## src/rtl/rpu_lif_array_if.sv

```systemverilog
// Sensor-in / spike-and-motor-out bundle for rpu_lif_array.
// master drives samples and start; slave (the neuron array) drives spikes, command and status.
interface rpu_lif_array_if #(
  parameter int DATA_W = 8,
  parameter int NUM_CH = 4
);
  logic                     start;
  logic [NUM_CH*DATA_W-1:0] sensor_data;
  logic                     data_valid;
  logic [NUM_CH-1:0]        spike;
  logic [DATA_W-1:0]        motor_command;
  logic                     cmd_valid;
  logic                     busy;

  modport master (
    output start, sensor_data, data_valid,
    input  spike, motor_command, cmd_valid, busy
  );

  modport slave (
    input  start, sensor_data, data_valid,
    output spike, motor_command, cmd_valid, busy
  );
endinterface

```

## src/rtl/rpu_lif_array.sv

```systemverilog
// Multi-channel leaky integrate-and-fire array producing a windowed, saturated motor command.
// Define RPU_WTA_EN to enable winner-take-all lateral inhibition between channels.
module rpu_lif_array #(
  parameter int DATA_W        = 8,
  parameter int NUM_CH        = 4,
  parameter int POT_W         = 12,
  parameter int THRESHOLD     = 200,
  parameter int LEAK_SHIFT    = 3,
  parameter int REFRAC_CYCLES = 2,
  parameter int WINDOW        = 4,
  parameter int CMD_GAIN      = 16
) (
  input  logic           clk,
  input  logic           rst,
  rpu_lif_array_if.slave bus
);
  localparam int ACC_W  = $clog2(NUM_CH*WINDOW+1);
  localparam int RC_W   = (REFRAC_CYCLES > 0) ? $clog2(REFRAC_CYCLES+1) : 1;
  localparam int WIN_W  = (WINDOW > 1) ? $clog2(WINDOW) : 1;
  localparam int SUM_W  = ((POT_W > DATA_W) ? POT_W : DATA_W) + 1;
  localparam int GAIN_W = (CMD_GAIN > 0) ? $clog2(CMD_GAIN+1) : 1;
  localparam int PROD_W = ((ACC_W+GAIN_W) > DATA_W) ? (ACC_W+GAIN_W) : (DATA_W+1);

  localparam logic [POT_W-1:0]  POT_MAX   = '1;
  localparam logic [POT_W-1:0]  THRESH    = POT_W'(THRESHOLD);
  localparam logic [RC_W-1:0]   REFRAC_LD = RC_W'(REFRAC_CYCLES);
  localparam logic [WIN_W-1:0]  WIN_LAST  = WIN_W'(WINDOW-1);
  localparam logic [GAIN_W-1:0] GAIN      = GAIN_W'(CMD_GAIN);
  localparam logic [DATA_W-1:0] CMD_MAX   = '1;

  typedef enum logic {ST_IDLE, ST_RUN} state_t;

  state_t            state_q, state_d;
  logic [POT_W-1:0]  pot_q    [NUM_CH];
  logic [POT_W-1:0]  pot_d    [NUM_CH];
  logic [RC_W-1:0]   refrac_q [NUM_CH];
  logic [RC_W-1:0]   refrac_d [NUM_CH];
  logic [WIN_W-1:0]  win_cnt_q, win_cnt_d;
  logic [ACC_W-1:0]  acc_q, acc_d;
  logic [ACC_W-1:0]  total_q, total_d;
  logic              close_q, close_d;
  logic [NUM_CH-1:0] spike_q, spike_d;
  logic [DATA_W-1:0] cmd_q, cmd_d;
  logic              cmd_valid_q, cmd_valid_d;

  logic [NUM_CH-1:0][POT_W-1:0] new_pot;
  logic [NUM_CH-1:0]            cand_fire;
  logic [NUM_CH-1:0]            fire_vec;
  logic [ACC_W-1:0]             fire_cnt;
  logic [ACC_W-1:0]             acc_sum;
  logic [PROD_W-1:0]            prod;
  logic [DATA_W-1:0]            cmd_sat;
  logic                         accept;

  // Leak, integrate and saturate every channel in parallel.
  for (genvar gi = 0; gi < NUM_CH; gi++) begin : g_ch
    logic [POT_W-1:0] leaked;
    logic [SUM_W-1:0] sum;

    assign leaked        = pot_q[gi] - (pot_q[gi] >> LEAK_SHIFT);
    assign sum           = SUM_W'(leaked) + SUM_W'(bus.sensor_data[gi*DATA_W +: DATA_W]);
    assign new_pot[gi]   = (sum > SUM_W'(POT_MAX)) ? POT_MAX : sum[POT_W-1:0];
    assign cand_fire[gi] = (refrac_q[gi] == '0) && (new_pot[gi] >= THRESH);
  end

`ifdef RPU_WTA_EN
  localparam int IDX_W = (NUM_CH > 1) ? $clog2(NUM_CH) : 1;

  logic             win_found;
  logic [IDX_W-1:0] win_idx;
  logic [POT_W-1:0] win_pot;

  // Strict '>' keeps the lowest index on equal potentials.
  always_comb begin
    win_found = 1'b0;
    win_idx   = '0;
    win_pot   = '0;
    for (int i = 0; i < NUM_CH; i++) begin
      if (cand_fire[i] && (!win_found || (new_pot[i] > win_pot))) begin
        win_found = 1'b1;
        win_idx   = IDX_W'(i);
        win_pot   = new_pot[i];
      end
    end
    fire_vec = '0;
    if (win_found) begin
      fire_vec[win_idx] = 1'b1;
    end
  end
`else
  assign fire_vec = cand_fire;
`endif

  always_comb begin
    fire_cnt = '0;
    for (int i = 0; i < NUM_CH; i++) begin
      fire_cnt = fire_cnt + ACC_W'(fire_vec[i]);
    end
  end

  assign acc_sum = acc_q + fire_cnt;
  assign prod    = PROD_W'(total_q) * PROD_W'(GAIN);
  assign cmd_sat = (prod > PROD_W'(CMD_MAX)) ? CMD_MAX : prod[DATA_W-1:0];
  assign accept  = (state_q == ST_RUN) && bus.data_valid && !bus.start;

  always_comb begin
    state_d     = state_q;
    pot_d       = pot_q;
    refrac_d    = refrac_q;
    win_cnt_d   = win_cnt_q;
    acc_d       = acc_q;
    total_d     = total_q;
    close_d     = 1'b0;
    spike_d     = '0;
    cmd_d       = cmd_q;
    cmd_valid_d = 1'b0;

    // A window closed last edge is scored now, even if start arrives meanwhile.
    if (close_q) begin
      cmd_d       = cmd_sat;
      cmd_valid_d = 1'b1;
    end

    case (state_q)
      ST_IDLE: if (bus.start) state_d = ST_RUN;
      ST_RUN:  state_d = ST_RUN;
    endcase

    if (bus.start) begin
      for (int i = 0; i < NUM_CH; i++) begin
        pot_d[i]    = '0;
        refrac_d[i] = '0;
      end
      win_cnt_d = '0;
      acc_d     = '0;
    end else if (accept) begin
      for (int i = 0; i < NUM_CH; i++) begin
        if (refrac_q[i] != '0) begin
          refrac_d[i] = refrac_q[i] - 1'b1;
          pot_d[i]    = '0;
        end else if (cand_fire[i]) begin
          // Winners and inhibited losers both discharge; only winners go refractory.
          pot_d[i] = '0;
          if (fire_vec[i]) begin
            refrac_d[i] = REFRAC_LD;
          end
        end else begin
          pot_d[i] = new_pot[i];
        end
      end
      spike_d = fire_vec;
      if (win_cnt_q == WIN_LAST) begin
        win_cnt_d = '0;
        acc_d     = '0;
        total_d   = acc_sum;
        close_d   = 1'b1;
      end else begin
        win_cnt_d = win_cnt_q + 1'b1;
        acc_d     = acc_sum;
      end
    end
  end

  always_ff @(posedge clk or negedge rst) begin
    if (!rst) begin
      state_q <= ST_IDLE;
      for (int i = 0; i < NUM_CH; i++) begin
        pot_q[i]    <= '0;
        refrac_q[i] <= '0;
      end
      win_cnt_q   <= '0;
      acc_q       <= '0;
      total_q     <= '0;
      close_q     <= 1'b0;
      spike_q     <= '0;
      cmd_q       <= '0;
      cmd_valid_q <= 1'b0;
    end else begin
      state_q     <= state_d;
      pot_q       <= pot_d;
      refrac_q    <= refrac_d;
      win_cnt_q   <= win_cnt_d;
      acc_q       <= acc_d;
      total_q     <= total_d;
      close_q     <= close_d;
      spike_q     <= spike_d;
      cmd_q       <= cmd_d;
      cmd_valid_q <= cmd_valid_d;
    end
  end

  assign bus.spike         = spike_q;
  assign bus.motor_command = cmd_q;
  assign bus.cmd_valid     = cmd_valid_q;
  assign bus.busy          = (state_q == ST_RUN);
endmodule

```

## src/flat_wrapper.sv

```systemverilog
// flat-port wrapper written by rule: the top's interface ports become plain ports
module rpu_lif_array_flat 
#(
  parameter int DATA_W        = 8,
  parameter int NUM_CH        = 4,
  parameter int POT_W         = 12,
  parameter int THRESHOLD     = 200,
  parameter int LEAK_SHIFT    = 3,
  parameter int REFRAC_CYCLES = 2,
  parameter int WINDOW        = 4,
  parameter int CMD_GAIN      = 16
)
  (clk, rst, bus_start, bus_sensor_data, bus_data_valid, bus_spike, bus_motor_command, bus_cmd_valid, bus_busy);
  rpu_lif_array_if #(.DATA_W(DATA_W), .NUM_CH(NUM_CH)) bus_i ();
  input  logic clk;
  input  logic rst;
  input wire logic [$bits(bus_i.start)-1:0] bus_start;
  input wire logic [$bits(bus_i.sensor_data)-1:0] bus_sensor_data;
  input wire logic [$bits(bus_i.data_valid)-1:0] bus_data_valid;
  output wire logic [$bits(bus_i.spike)-1:0] bus_spike;
  output wire logic [$bits(bus_i.motor_command)-1:0] bus_motor_command;
  output wire logic [$bits(bus_i.cmd_valid)-1:0] bus_cmd_valid;
  output wire logic [$bits(bus_i.busy)-1:0] bus_busy;
  assign bus_i.start = bus_start;
  assign bus_i.sensor_data = bus_sensor_data;
  assign bus_i.data_valid = bus_data_valid;
  assign bus_spike = bus_i.spike;
  assign bus_motor_command = bus_i.motor_command;
  assign bus_cmd_valid = bus_i.cmd_valid;
  assign bus_busy = bus_i.busy;
  rpu_lif_array #(.DATA_W(DATA_W), .NUM_CH(NUM_CH), .POT_W(POT_W), .THRESHOLD(THRESHOLD), .LEAK_SHIFT(LEAK_SHIFT), .REFRAC_CYCLES(REFRAC_CYCLES), .WINDOW(WINDOW), .CMD_GAIN(CMD_GAIN)) u_core (.clk(clk), .rst(rst), .bus(bus_i));
endmodule
```

## config.mk

```make
export PLATFORM = sky130hd
export DESIGN_NAME = rpu_lif_array_flat
export DESIGN_NICKNAME = d
export VERILOG_FILES = /design/src/rtl/rpu_lif_array_if.sv /design/src/rtl/rpu_lif_array.sv /design/src/flat_wrapper.sv
export SDC_FILE = /design/constraint.sdc
export NUM_CORES = 1
export LEC_CHECK = 0
export ABC_CLOCK_PERIOD_IN_PS = 11450
export CELL_PAD_IN_SITES_DETAIL_PLACEMENT = 1
export CELL_PAD_IN_SITES_GLOBAL_PLACEMENT = 1
export CORE_UTILIZATION = 35
export DETAILED_ROUTE_END_ITERATION = 12
export PLACE_DENSITY_LB_ADDON = 0.3
export SYNTH_ARGS = -nofsm -noshare
export SYNTH_HDL_FRONTEND = slang
export SYNTH_SLANG_ARGS = --single-unit
```

## constraint.sdc

```tcl
create_clock -name clk -period 11.45 [get_ports clk]
set_input_delay 2.29 -clock clk [delete_from_list [all_inputs] [get_ports clk]]
set_output_delay 2.29 -clock clk [all_outputs]
set_load 0.03 [all_outputs]
```

==> Word-level counts from Yosys, hierarchy flattened <==
Index checks and enable logic that the tools add are counted.
{ "totals": {"register_bits": 83, "input_bits": 36, "output_inout_bits": 14, "wordCells": 109} }
{ "classes": {"n_addsub": 17, "order_cmp": 9, "n_eq_ne": 1, "muxes": 39, "n_bitwise": 2, "n_reduce_logical": 25} }
{ "op_table": {"columns": ["op", "count"], "rows": [
  ["2-to-1 mux 12 bit", 12],
  ["2-to-1 mux 48 bit", 2],
  ["adder 12 x 8 -> 13 bit", 4],
  ["> comparator 13 x 12 -> 1 bit, second input constant", 4],
  ["greater-or-equal comparator 12 x 8 -> 1 bit, second input constant", 4],
  ["subtractor 12 x 9 -> 12 bit", 4],
  ["2-to-1 mux 8 bit", 3],
  ["2-to-1 mux 2 bit", 11],
  ["2-to-1 mux 5 bit", 3],
  ["nonzero test 3 bit", 4],
  ["adder 5 x 1 -> 5 bit", 2],
  ["nonzero test 2 bit", 5],
  ["> comparator 9 x 8 -> 1 bit, second input constant", 1],
  ["zero test 2 bit", 4],
  ["2-to-1 mux 4 bit", 2],
  ["AND reduction 2 bit", 4],
  ["subtractor 2 x 1 -> 2 bit, second input constant", 4],
  ["logical AND 1 bit", 6],
  ["adder 5 bit", 1],
  ["2-to-1 mux 1 bit", 5],
  ["AND reduction 3 bit", 1],
  ["adder 1 x 1 -> 2 bit", 1],
  ["adder 2 x 1 -> 2 bit, second input constant", 1],
  ["equality test 2 bit, second input constant", 1],
  ["3 further kinds", 4]
]} }

==> Logic depth before layout (Yosys ltp) <==
{ "logic_depth": {"ltp_word": 13, "ltp_mapped": 26, "depth_no_buf": 26} }

==> Worst setup path after synthesis <==
No wires, ideal clock.
{ "synth_timing": {"kind": "input -> register", "startpoint": "input bus_sensor_data[8]", "endpoint": "register u_core.acc_q[4]", "setup_ns": 0.095, "arrival_ns": 6.055, "required_time_ns": 11.355, "slack_ns": 5.300, "stages": 20, "n_path_buf": 0, "cell_sequence": "ha_1 -> inv_1 -> fa_1 -> nor2b_1 -> o21a_1 -> o211a_1 -> or3_1 -> o311a_1 -> a221o_1 -> o21a_1 -> ha_1 -> inv_1 -> fa_1 -> inv_1 -> ha_1 -> fa_1 -> a21oi_1 -> nor2b_1 -> xnor2_1 -> o31ai_1"} }
{ "synth_via": {"elab_chain_cells": 12} }
{ "synth_rtl": {"columns": ["item", "line_no", "source"], "rows": [
  ["from (decl)", "flat_wrapper.sv:18", "input wire logic [$bits(bus_i.sensor_data)-1:0] bus_sensor_data;"],
  ["adder 12 x 8 -> 13 bit *", "rpu_lif_array.sv:61", "assign sum = SUM_W'(leaked) + SUM_W'(bus.sensor_data[gi*DATA_W +: DATA_W]);"],
  ["> comparator 13 x 12 -> 1 bit", "rpu_lif_array.sv:62", "assign new_pot[gi] = (sum > SUM_W'(POT_MAX)) ? POT_MAX : sum[POT_W-1:0];"],
  ["2-to-1 mux 12 bit *", "rpu_lif_array.sv:62", null],
  ["greater-or-equal comparator 12 x 8 -> 1 bit *", "rpu_lif_array.sv:63", "assign cand_fire[gi] = (refrac_q[gi] == '0) && (new_pot[gi] >= THRESH);"],
  ["logical AND 1 bit *", "rpu_lif_array.sv:63", null],
  ["adder 1 x 1 -> 2 bit *", "rpu_lif_array.sv:97", "fire_cnt = fire_cnt + ACC_W'(fire_vec[i]);"],
  ["adder 5 x 1 -> 5 bit * (2 in a row)", "rpu_lif_array.sv:97", null],
  ["adder 5 bit *", "rpu_lif_array.sv:101", "assign acc_sum = acc_q + fire_cnt;"],
  ["2-to-1 mux 5 bit *", "rpu_lif_array.sv:152", "if (win_cnt_q == WIN_LAST) begin"],
  ["2-to-1 mux 5 bit *", "rpu_lif_array.sv:136", "end else if (accept) begin"],
  ["2-to-1 mux 5 bit *", "rpu_lif_array.sv:129", "if (bus.start) begin"],
  ["to (signal assigned)", "rpu_lif_array.sv:172", "acc_q <= '0;"],
  ["to (signal assigned)", "rpu_lif_array.sv:183", "acc_q <= acc_d;"],
  ["to (decl)", "rpu_lif_array.sv:39", "logic [ACC_W-1:0] acc_q, acc_d;"]
]} }
Mark *: on every way between the ends. The rest lies on a longest branch, timed or not. The select of a mux whose other input is x is not followed.
A chain may end at the register's enable or synchronous reset.

==> Worst setup path in the final report <==
{ "layout_timing": {"startpoint": "input bus_sensor_data[0]", "endpoint": "register u_core.acc_q[4]"} }
The elaborated chain is that of the path after synthesis.

==> summary.md <==
| Metric | Value |
|---|---|
| CTS Buf Count | 9 |
| TritonCTS clock tree | done |
| Placed cell area | 7754 um^2 |
| Storage element area | 2002 um^2 |
| RSZ-0062 raised after global routing | no |
| Root Driver | clkbuf_16 |
| Total Power | 0.002319 W |
| R2r worst-path depth | 24 |
| Worst Skew | 8.279 ps |
| Post-Syn Nets | 949 |
| Site Rows | 51 |
| Full die area | 20660 um^2 |
| CP Cell Sequence | clkdlybuf4s50_1 -> ha_1 -> inv_1 -> fa_1 -> nor2b_1 -> o21ai_0 -> a21oi_1 -> o21a_1 -> a311oi_1 -> a2111oi_2 -> nand2_1 -> and2_1 -> ha_1 -> inv_1 -> fa_1 -> inv_1 -> ha_1 -> fa_1 -> a21oi_1 -> nor2b_1 -> xnor2_1 -> o31ai_1 |
| Outcome | finished clean |
| Largest net degree at the start of global routing | 58 |
| Period utilization | 59.20% |
| Total wire length | 17330 um |
| Clk Latency, worst-skew pair | 340 ps |
| CTS Buffer Depth | 2 |
| Vias in the first global route | 6238 |
| Hold-fix buffers, CTS | 0 |
| Die X | 143.7 um |
| Reg2Reg Capture Point | u_core.acc_q[4] |
| Finished Cell Area | 8028 um^2 |
| Dpl hpwl | 13590 um |
| DR iter-0 viols | 257 |
| Synth cell types | 67 |
| Layout Nets | 986 |
| Share of flip-flops with an asynchronous set or reset | 100.0% |
| FF-to-FF Start | u_core.pot_q[16] |
| CP Class | primary input to register |
| Mapped Avg Cell Area | 8.607 um^2 |
| Max FO, Critical Path | 3 |
| Worst path max stage delay | 500 ps |
| Worst EP arrival | 7020 ps |
| Leakage | 3.539 nW |
| Tightest Pin Transition | 1012 ps |
| Most frequent cells in the layout | 86 x ha_1, 81 x inv_1, 80 x dfrtp_1, 67 x nor2_1, 62 x o21ai_0 |
| Reg2Reg Setup Slack | 5620 ps |
| Hold crit path type | register to register |
| Setup repair bufs after CTS | 0 |
| Via density | 5.324 |
| Initial Util | 35.89% |
| Max capacitance violation total | 0 |
| Worst vdd ir | 0.0001769 V |
| Top Ports | 50 |
| Slowest cell on the critical path | fa_1 |
| Fin crit period | 6779 ps |
| Slew margin rel. | 32.39% |
| Die Span Y | 143.7 um |
| Num Clock Sinks | 80 |
| Final hold violations | 0 |
| Final RePlAce weighted congestion | 0.7902 |
| Clock slew at reported path FFs | 60 ps |
| Pwr dens | 288.9 nW/um^2 |
| Multi-input gate area | 4613 um^2 |
| Top_reg_cell synth | dfrtp_1 |
| Total grt overflow | 0 |
| Vias | 5974 |
| H-tree depth | 3 |
| Antenna viol nets, final | 0 |
| First-pass GRT wire length | 30000 um |
| Antenna diodes | 0 |
| Fmax | 0.1475 GHz |
| Critical Path End Type | register |
| All-Layer GR Usage | 18.27% |
| # setup viols final | 0 |
| Initial antenna violation count | 0 |
| Area growth syn-to-layout | 14.16% |
| Startpoint Class | primary input |
| Core area | 19590 um^2 |
| Port buffer count | 49 |
| Drt first pass iters | 4 |
| Post-Syn Instances | 817 |
| Sequential area share after synthesis | 28.47% |
| Max-slew violation count | 0 |
| Worst setup startpoint | bus_sensor_data[0] |
| Commonest non-fill, non-tap cell in the layout | ha_1 |
| Mapped cell area | 7032 um^2 |
| Ys Warns | 0 |
| WP data required | 11690 ps |
| CP endpoint | u_core.acc_q[4] |
| Fraction of layout cells with a size suffix above 1 | 4.434% |
| Cts repair resizes | 0 |
| Synth Register Bits | 80 |
| Fin util | 40.98% |
| Total Neg Setup Slack | 0 ps |
| DRC viols | 0 |
| Number of fill cells | 2323 |
| Number of synthesized flops with an enable pin | 0 |
| Avg WL per Cell | 15.44 um |
[report_power, final]
group | leakage, nW | switching (W) | internal, W | total (W)
Clock | 0.135 | 0.000111 | 0.000162 | 0.000274
Sequential | 1.09 | 0.0000299 | 0.000329 | 0.000359
Combinational | 2.31 | 0.000947 | 0.000739 | 0.00169
Total | 3.54 | 0.00109 | 0.00123 | 0.00232
[registers in the layout (all words and copies together) (netlist names)]
name and count:
u_core.acc_q 5, u_core.refrac_q 8, u_core.bus.spike 4, u_core.bus.busy 1, u_core.total_q 5, u_core.close_q 1
u_core.bus.cmd_valid 1, u_core.pot_q 48, u_core.win_cnt_q 2, u_core.bus.motor_command 5
[critical path, delay by kind of cell]
family	cells	cell delay, ps
AOI/OAI and AO/OA	7	1410
xor gates and xnor gates	1	140
adders and majority gates	6	2020
buffers and inverters	4	630
and+or+nand+nor	4	550
[worst min-delay path by stage]
stage,startpoint,to,slack (ps),cells after the start
2_1_floorplan,u_core.close_q,u_core.bus.cmd_valid,350,0
3_3_place_gp,u_core.pot_q[24],u_core.pot_q[24],470,2
3_5_place_dp,u_core.pot_q[24],u_core.pot_q[24],470,2
4_1_cts,u_core.pot_q[24],u_core.pot_q[24],490,2
5_1_grt,u_core.refrac_q[2],u_core.refrac_q[2],510,1
6_report,u_core.refrac_q[2],u_core.refrac_q[2],490,1
[per-layer routing]
metal  GRT usage, %  routed length, um  vias up
met5              0                  0        -
met4          4.983                205        0
met3          2.299                422       15
met2          31.04               8130       70
met1          24.28               8568     2890
li1               -                  -     2999
[through the flow]
stage / setup slack, ps / cells / hold WS, ps
6_report: 4671 / 1122 / 490.9
5_1_grt: 4196 / 1122 / 514.6
4_1_cts: 4718 / 1122 / 487.1
3_5_place_dp: 4361 / 1108 / 473.9
3_3_place_gp: 4532 / 1108 / 466.4
2_1_floorplan: 5300 / 817 / 351.9
[synthesized netlist by cell type, drive strengths merged, types with 11 or more instances]
master,n,area [um^2]
o21a,20,150.1
nand3,11,55.05
o21ai,62,310.3
dfrtp,80,2002
a21o,13,97.59
inv,81,304.0
xor2,13,113.9
o22ai,15,100.1
clkbuf,15,56.30
nand2b,11,68.82
a21oi,49,245.2
nor2,67,251.5
nor2b,13,81.33
a211oi,15,117.6
o31ai,15,112.6
ha,86,1076
xnor2,39,341.6
nand2,54,202.7
[area by class of cell]
class | count | area share [%]
Clock buffer | 14 | 3.413
Sequential cell | 80 | 24.94
Tap cell | 265 | 4.130
Multi-Input combinational cell | 631 | 57.47
Inverter | 81 | 3.787
Timing Repair Buffer | 51 | 6.266
[cells by family after synthesis]
family          synth area share, %
xor+xnor                      6.477
compound gates                24.38
fa+ha+maj                     18.15
simple gates                  15.50
buf+inv                       6.085
flops                         28.47
mux                          0.9430
(Power assumes the default switching activity.)
